File: src/rtl/dbg_uart_pkg.sv
// Shared definitions for the debug UART (RX front-end and the uart_dtm TX path).
package dbg_uart_pkg;

  localparam int unsigned UART_DATA_BITS = 8;

  typedef enum logic [2:0] {
    IDLE,
    START,
    DATA,
    STOP,
    BREAK
  } uart_rx_state_e;

  // Clock cycles per bit, rounded to the nearest integer.
  function automatic int unsigned clks_per_bit(input int unsigned clk_rate,
                                               input int unsigned baud_rate);
    return (clk_rate + baud_rate / 2) / baud_rate;
  endfunction

endpackage

File: src/rtl/sync_2ff.sv
// Generic two-flop synchroniser for a single asynchronous bit.
module sync_2ff #(
  parameter logic RESET_VAL = 1'b1
) (
  input  logic clk_i,
  input  logic rst_ni,
  input  logic d_i,
  output logic q_o
);

  logic meta_q;
  logic sync_q;

  // Two back-to-back flops give the first stage a full cycle to settle.
  always_ff @(posedge clk_i or negedge rst_ni) begin
    if (!rst_ni) begin
      meta_q <= RESET_VAL;
      sync_q <= RESET_VAL;
    end else begin
      meta_q <= d_i;
      sync_q <= meta_q;
    end
  end

  assign q_o = sync_q;

endmodule

File: src/rtl/uart_dbg_rx.sv
// 8N1 UART receiver for the debug transport with a one-byte valid/ready holding stage.
// Framing errors and overruns are reported as single-cycle pulses; bad bytes never
// reach data_o.
module uart_dbg_rx
  import dbg_uart_pkg::*;
#(
  parameter int unsigned CLK_RATE  = 50_000_000,
  parameter int unsigned BAUD_RATE = 3_000_000
) (
  input  logic       clk_i,
  input  logic       rst_ni,
  input  logic       rxd_i,
  output logic [7:0] data_o,
  output logic       valid_o,
  input  logic       ready_i,
  output logic       frame_err_o,
  output logic       overrun_o,
  output logic       busy_o
);

  localparam int unsigned CLKS_PER_BIT = clks_per_bit(CLK_RATE, BAUD_RATE);
  localparam int unsigned HALF         = CLKS_PER_BIT / 2;
  localparam int unsigned CNT_W        = $clog2(CLKS_PER_BIT);

  localparam logic [CNT_W-1:0] CNT_LAST  = CNT_W'(CLKS_PER_BIT - 1);
  localparam logic [CNT_W-1:0] CNT_HALF  = CNT_W'(HALF - 1);
  localparam logic [CNT_W-1:0] CNT_ONE   = CNT_W'(1);
  localparam logic [2:0]       IDX_LAST  = 3'(UART_DATA_BITS - 1);

  logic rxs;

  uart_rx_state_e           state_q;
  logic [CNT_W-1:0]         cnt_q;
  logic [2:0]               idx_q;
  logic [UART_DATA_BITS-1:0] shreg_q;
  logic [UART_DATA_BITS-1:0] data_q;
  logic                     valid_q;
  logic                     ferr_q;
  logic                     ovr_q;
  logic [1:0]               fill_q;
  logic                     armed_q;

  sync_2ff #(
    .RESET_VAL(1'b1)
  ) u_sync (
    .clk_i (clk_i),
    .rst_ni(rst_ni),
    .d_i   (rxd_i),
    .q_o   (rxs)
  );

  // Receive FSM, bit counters, shift register and holding stage in one registered process.
  // fill_q/armed_q make sure that after reset the line is seen high through real
  // synchroniser samples (not the flops' reset value) before a start bit is accepted.
  always_ff @(posedge clk_i or negedge rst_ni) begin
    if (!rst_ni) begin
      state_q <= IDLE;
      cnt_q   <= '0;
      idx_q   <= '0;
      shreg_q <= '0;
      data_q  <= '0;
      valid_q <= 1'b0;
      ferr_q  <= 1'b0;
      ovr_q   <= 1'b0;
      fill_q  <= '0;
      armed_q <= 1'b0;
    end else begin
      ferr_q <= 1'b0;
      ovr_q  <= 1'b0;
      fill_q <= {fill_q[0], 1'b1};
      if (fill_q[1] && rxs) armed_q <= 1'b1;

      // Consumption; a delivery below may override this in the same cycle.
      if (valid_q && ready_i) valid_q <= 1'b0;

      case (state_q)
        IDLE: begin
          if (armed_q && !rxs) begin
            state_q <= START;
            cnt_q   <= '0;
          end
        end
        START: begin
          if (cnt_q == CNT_HALF) begin
            cnt_q <= '0;
            if (rxs) begin
              state_q <= IDLE;          // glitch, not a start bit
            end else begin
              state_q <= DATA;
              idx_q   <= '0;
            end
          end else begin
            cnt_q <= cnt_q + CNT_ONE;
          end
        end
        DATA: begin
          if (cnt_q == CNT_LAST) begin
            cnt_q          <= '0;
            shreg_q[idx_q] <= rxs;
            if (idx_q == IDX_LAST) state_q <= STOP;
            else                   idx_q   <= idx_q + 3'd1;
          end else begin
            cnt_q <= cnt_q + CNT_ONE;
          end
        end
        STOP: begin
          if (cnt_q == CNT_LAST) begin
            cnt_q <= '0;
            if (rxs) begin
              state_q <= IDLE;
              if (!valid_q || ready_i) begin
                data_q  <= shreg_q;
                valid_q <= 1'b1;
              end else begin
                ovr_q <= 1'b1;          // holding stage full: new byte dropped
              end
            end else begin
              ferr_q  <= 1'b1;
              state_q <= BREAK;
            end
          end else begin
            cnt_q <= cnt_q + CNT_ONE;
          end
        end
        BREAK: begin
          if (rxs) state_q <= IDLE;
        end
        default: state_q <= IDLE;
      endcase
    end
  end

  assign data_o      = data_q;
  assign valid_o     = valid_q;
  assign frame_err_o = ferr_q;
  assign overrun_o   = ovr_q;
  assign busy_o      = (state_q != IDLE);

endmodule

File: config.mk
export PLATFORM = sky130hd
export DESIGN_NAME = uart_dbg_rx
export DESIGN_NICKNAME = d
export VERILOG_FILES = /design/src/rtl/dbg_uart_pkg.sv /design/src/rtl/sync_2ff.sv /design/src/rtl/uart_dbg_rx.sv
export SDC_FILE = /design/constraint.sdc
export NUM_CORES = 1
export LEC_CHECK = 0
export ABC_AREA = 1
export CAP_MARGIN = 20
export CORE_ASPECT_RATIO = 2
export CORE_MARGIN = 2
export CORE_UTILIZATION = 43
export CTS_CLUSTER_DIAMETER = 60
export DETAILED_ROUTE_END_ITERATION = 10
export PLACE_DENSITY_LB_ADDON = 0.08
export SLEW_MARGIN = 20
export SYNTH_ARGS = -nofsm -noshare
export SYNTH_HDL_FRONTEND = slang
export SYNTH_SLANG_ARGS = --single-unit
File: constraint.sdc
create_clock -name clk_i -period 1.27 [get_ports clk_i]
set_input_delay 0.254 -clock clk_i [delete_from_list [all_inputs] [get_ports clk_i]]
set_output_delay 0.254 -clock clk_i [all_outputs]
set_load 0.01 [all_outputs]
==> summary.txt, run 1 <==
Floorplan
  • Die area: 4470 um^2
  • Initial Util: 44.3%
  • Core Area: 3800 um^2
  • Die Height: 92.6 um
  • Die width: 48.3 um
  • Boundary Pins: 16
  • Site Rows: 32

Setup path
  • Arrival time worst endpoint: 1580 ps
  • Worst setup EP type: register
  • Critical path class: register to register
  • Startpoint types: register
  • Critical path's slowest cell: dfrtp_1
  • CP Max Fanout: 4
  • Critical path, cell by cell: inv_1, ha_2, nand2_2, inv_2, nand2_4, nor2_4, buf_6, nand3_2, nand2_1, o21ai_1
  • Beginning of the critical path: cnt_q[0]
  • WP data required: 1440 ps
  • CP peak stage delay: 380 ps
  • Reg2reg start: cnt_q[0]

GRT
  • Vias in the first global route: 1561
  • Global-route wire length before repair: 6500 um
  • Grt total ovfl: 0
  • Initial antenna violation count: 0
  • Largest net degree at the start of global routing: 21
  • All-Layer GR Usage: 20.6%

Logic synthesis
  • Largest family of logic cells by synthesized area: simple AND/OR/NAND/NOR gates
  • Post-synthesis async set-or-reset flop share: 100%
  • Syn Inst Count: 194
  • Distinct cells, synth: 23
  • Mux contribution to synthesized area: 0%
  • EDFF count, synth: 0
  • Simple-gate portion of the synthesized area: 28.0%
  • Register area share after synthesis: 52.1%
  • Synth Warn #: 0
  • Post-synth net total: 202
  • Compound-cell area share of the yosys netlist: 8.38%
  • Synth Register Bits: 35
  • Adder-cell area share of the yosys netlist: 2.97%
  • Mapped Avg Cell Area: 8.69 um^2
  • Post-Syn Area: 1690 um^2
  • Ys flop type: dfrtp_1
  • Post-Synth XOR/XNOR Area: 1.04%

Placement
  • Final GP Congestion: 0.827
  • Worst slack, placed: -189 ps
  • Post-DP Area: 2120 um^2
  • Post-DP HPWL: 2890 um
  • IO Port Bufs: 15
  • Cell Count Post-Placement: 282

Run status
  • Status: complete, but fails checks
  • Violated checks: negative setup slack

Clock tree
  • Clock-pin transition on the worst setup and hold timing paths: 70 ps
  • Root buffer cell: clkbuf_8
  • # hold bufs at CTS: 0
  • CTS H-Tree Depth: 2
  • CTS Buffer Depth: 2
  • Clk sinks: 35
  • CTS tree: yes
  • Clock Latency Late Sink: 290 ps
  • CTS buffer count: 5

Timing
  • Max Freq: 0.709 GHz
  • Setup ws final: -141 ps
  • Final setup viols: 26
  • Min Hold Slack: 316 ps
  • Crit share post-route: 111%
  • Layout Skew: 9.40 ps
  • Max-slew violations: 0
  • Setup TNS: -2640 ps
  • RSZ-0062 raised after global routing: yes
  • Final hold vios: 0
  • Minimum clock period: 1410 ps

Cells and area
  • Final instance area: 2500 um^2
  • Fraction of layout instances using a drive strength above 1: 44.7%
  • # diodes: 0
  • Syn-to-layout area delta: 48.1%
  • Fillcell total: 303
  • Fin nets: 260
  • Non-Filler Instances: 304
  • Area occupied by multi-input gates: 913 um^2
  • Storage element area: 882 um^2

Detailed routing
  • Router iterations before antenna repair: 4
  • Drt wl/cell: 13.0 um
  • Drt drc: 0
  • Post-DRT Antenna Nets: 0
  • 1st-iter DRT viols: 21
  • Via density: 4.87
  • Routed WL: 3950 um
  • Total number of vias: 1481

Power
  • Worst VDD drop: 1.01 mV
  • Power Density: 1540 nW/um^2
  • Lkg Pwr: 1.18 nW

Run
  • Max-Cap Viols: 0

Min path
  • Hold WC Path Type: input pin to async pin
metrics by stage:
step           util [%]  power [mW]
4_1_cts            61.4        3.53
5_1_grt            65.7        4.11
2_1_floorplan         -        2.01
3_3_place_gp       55.7        2.48
6_report           65.7        3.86
3_5_place_dp       55.7        2.53
metal layers:
layer	track usage (%)	share of wire [%]
met5	0	0
met4	11.3	5.1
met2	37.6	61
met1	18.2	32
met3	4.48	2.2
kinds of logic after synthesis:
group	count (synthesis)
simple gates	100
flops	35
buf+inv	31
compound gates	21
fa+ha+maj	4
xor+xnor	2
other cells	1
flip-flops by register name, indices dropped and copies added, names as in the netlist:
register,flops
armed_q,1
cnt_q,5
shreg_q,8
overrun_o,1
u_sync.meta_q,1
data_o,8
idx_q,3
state_q,3
fill_q,2
valid_o,1
u_sync.q_o,1
frame_err_o,1
critical path: cells and delay by family (launching register included):
kind,cells,cell delay (ps)
and+or+nand+nor,5,410
DFF,1,380
buffers and inverters,3,280
adders and majority gates,1,160
AOI/OAI and AO/OA,1,60
report_power, final:
part / switching [mW] / internal (mW) / total (mW) / leakage (nW)
Clock: 0.380 / 0.384 / 0.765 / 0.0422
Combinational: 0.971 / 0.802 / 1.77 / 0.674
Sequential: 0.0947 / 1.23 / 1.32 / 0.460
layout by cell type, fill, tap and decap left out, types with 8 or more instances in the layout:
| master | instances |
|---|---|
| o21ai_2 | 9 |
| nand2_1 | 33 |
| dfrtp_1 | 30 |
| nor2_1 | 13 |
| o21ai_1 | 8 |
| buf_4 | 31 |
| nand3_1 | 8 |
| dlygate4sd2_1 | 11 |
| inv_1 | 21 |
| nand2_2 | 17 |
cell type report:
| cell class | instances | area share [%] |
|---|---|---|
| clock buffers | 7 | 3.05 |
| multi-input cells | 129 | 36.6 |
| well taps | 51 | 2.55 |
| repair buffers | 52 | 17.9 |
| clock inverters | 1 | 0.200 |
| flip-flops and latches | 35 | 35.3 |
| inverters | 29 | 4.46 |
final timing paths:
check,endpoint,slack (ps),cells past startpoint
worst max-delay path,shreg_q[6],-140,10
worst min-delay path,overrun_o,320,2
worst min register to register,fill_q[1],350,0
worst max register to register,shreg_q[6],-140,10
max in group asynchronous,u_sync.meta_q,700,2
min in group clk_i,fill_q[1],350,0
synth_stat cells (2+ instances only):
library cell	number	area [um^2]
nor2_4	3	33.8
nand4_1	4	25.0
inv_2	2	7.51
o21ai_2	8	70.1
nand3_1	20	100
inv_1	27	101
ha_1	4	50.1
nor2_2	2	12.5
o21ai_0	7	35.0
nor2_1	15	56.3
xor2_1	2	17.5
nand2_1	49	184
dfrtp_1	33	826
nand2_2	5	31.3
o21ai_1	4	20.0
dfstp_2	2	52.6
repair_timing:
action	4_1_cts	5_1_grt
pin swaps	8	18
endpoints found under the setup margin	37	32
setup buffers	8	5
resized for setup	34	38
hold endpoints to repair	0	0
gates cloned	1	0
Power figures use the tool's default switching activity.
==> run 2: changes to the inputs <==
- CORE_UTILIZATION: 43 -> 45
- PLACE_DENSITY: unset -> 0.74
- PLACE_DENSITY_LB_ADDON: 0.08 -> unset
==> run 2 against run 1 <==
Net effect: the flow still finishes with violations (negative setup slack); utilization grew 3.3 points; cell count fell by 0.99%; clock skew about the same; register-to-register slack worse by 80 ps; critical endpoint unchanged; largest power group unchanged.
==> summary.txt, run 2 (synthesis results as in run 1) <==
GRT
  • Largest net degree at the start of global routing: 24 (+14%)
  • Global-route wire length before repair: 6330 um (-2.6%)
  • Grt total ovfl: 0 (unchanged)
  • Initial antenna violation count: 0 (unchanged)
  • Vias in the first global route: 1461 (-6.4%)
  • All-Layer GR Usage: 20.7% (+0.16 points)

Clock tree
  • CTS Buffer Depth: 2 (unchanged)
  • CTS tree: yes
  • Clock-pin transition on the worst setup and hold timing paths: 80 ps (about the same)
  • Root buffer cell: clkbuf_8
  • Clock Latency Late Sink: 290 ps (about the same)
  • Clk sinks: 35 (unchanged)
  • CTS H-Tree Depth: 2 (unchanged)
  • CTS buffer count: 5 (unchanged)

Floorplan
  • Boundary Pins: 16 (unchanged)
  • Site Rows: 31 (-3.1%)
  • Die Height: 90.6 um (-2.1%)
  • Initial Util: 46.8% (+2.4 points)
  • Die area: 4280 um^2 (-4.2%)
  • Core Area: 3610 um^2 (-5.2%)
  • Die width: 47.3 um (-2.1%)

Setup path
  • Worst setup EP type: register
  • WP data required: 1450 ps (about the same)
  • CP Max Fanout: 8 (+4)
  • Arrival time worst endpoint: 1670 ps (+90 ps)
  • Startpoint types: register
  • Critical path class: register to register

Timing
  • Layout Skew: 9.84 ps (+0.432 ps)
  • Final hold vios: 0 (unchanged)
  • Min Hold Slack: 288 ps (-27.8 ps)
  • Final setup viols: 26 (unchanged)
  • Setup ws final: -220 ps (-78.9 ps)
  • RSZ-0062 raised after global routing: yes
  • Setup TNS: -3570 ps (-928 ps)
  • Crit share post-route: 117% (+6.2 points)
  • Max Freq: 0.671 GHz (-5.3%)
  • Minimum clock period: 1490 ps (+78.9 ps)
  • Max-slew violations: 0 (unchanged)

Cells and area
  • Syn-to-layout area delta: 47.6%
  • Fin nets: 259 (-0.38%)
  • Commonest cells after routing, fill and taps aside: nand2_1 (35), buf_4 (32), dfrtp_1 (30)
  • # diodes: 0 (unchanged)
  • Final instance area: 2490 um^2 (-0.35%)
  • Fraction of layout instances using a drive strength above 1: 44.4% (-0.22 points)
  • Fillcell total: 266 (-12%)
  • Non-Filler Instances: 301 (-0.99%)
  • Commonest non-fill, non-tap cell in the layout: nand2_1

Power
  • Power Density: 1660 nW/um^2 (+7.3%)
  • Power, Total: 4.13 mW (+6.9%)
  • Lkg Pwr: 1.19 nW (+0.79%)
  • Worst VDD drop: 1.26 mV (+25%)

Detailed routing
  • Router iterations before antenna repair: 4 (unchanged)
  • Routed WL: 4110 um (+3.8%)
  • 1st-iter DRT viols: 51 (+140%)
  • Total number of vias: 1490 (+0.61%)
  • Post-DRT Antenna Nets: 0 (unchanged)
  • Via density: 4.95 (+1.6%)
  • Drt drc: 0 (unchanged)
  • Drt wl/cell: 13.6 um (+4.9%)

Run status
  • Status: complete, but fails checks
  • Violated checks: negative setup slack

Run
  • Max-Cap Viols: 0 (unchanged)

Placement
  • Post-DP Area: 2120 um^2 (+0.24%)
  • IO Port Bufs: 15 (unchanged)
  • Post-DP HPWL: 2570 um (-11%)
  • Cell Count Post-Placement: 281 (-0.35%)
  • Final GP Congestion: 0.786 (-5.0%)

Min path
  • Hold WC Path Type: input pin to async pin
## run 2: changes by cell type in the layout (fill, tap and decap cells not counted), moves of 2 or more
cell / before / now
buf_6: 6 / 4
nand3_4: 7 / 4
nand2_1: 33 / 35
ha_2: 2 / 0
inv_1: 21 / 23
clkbuf_1: 2 / 0
nor2_2: 1 / 3
nor2_1: 13 / 11
inv_2: 7 / 5
nand3_2: 7 / 10
## run 2: worst paths after layout
check / from / slack [ps] / endpoint / depth (start not counted)
max in group asynchronous: rst_ni / 670 / idx_q[0] / 2
worst max register to register: cnt_q[1] / -220 / shreg_q[6] / 9
worst min-delay path: rst_ni / 290 / valid_o / 2
worst max-delay path: cnt_q[1] / -220 / shreg_q[6] / 9
worst min register to register: fill_q[0] / 350 / fill_q[1] / 0
min in group clk_i: fill_q[0] / 350 / fill_q[1] / 0
## run 2: through the flow
step	setup WS (ps)	util, %
after global placement	-142	58.9
after CTS	-169	65.7
after floorplan	-89.3	-
after global routing	-290	69.0
after detailed placement	-182	58.9
final	-220	69.0
## run 2: power breakdown
group	switching, mW	internal, mW
clock network	0.402	0.635
logic	0.994	0.783
registers	0.0847	1.23
total	1.48	2.65
## run 2: cell type report
class,instances,area (um^2),area share (%)
Sequential cell,35,882,35.4
Tap cell,49,61.3,2.46
Clock buffer,6,82.6,3.32
Inverter,29,111,4.47
Multi-Input combinational cell,129,901,36.2
Clock inverter,2,35.0,1.41
Timing Repair Buffer,51,417,16.7
## run 2: timing repair
action | in CTS | in global routing
gates cloned | 1 | 0
hold buffers | 0 | 0
gates resized for setup | 33 | 30
setup endpoints to repair | 37 | 31
pin swaps | 11 | 12
setup buffers | 8 | 3
## run 2: metal layers
layer	routed length [um]	up-vias	GRT usage [%]
met3	117	19	4.20
met1	1420	700	19.1
met5	0	-	0
li1	-	729	-
met2	2400	42	37.7
met4	168	0	10.9
## run 2: worst max-delay path: stages (launching register included)
cell and delay (ps):
dfrtp_1 390, inv_1 60, ha_1 140, nand2_1 70, inv_2 90, nand2_4 90
nor2_4 250, nand3_2 160, nand2_2 90, o21ai_2 50
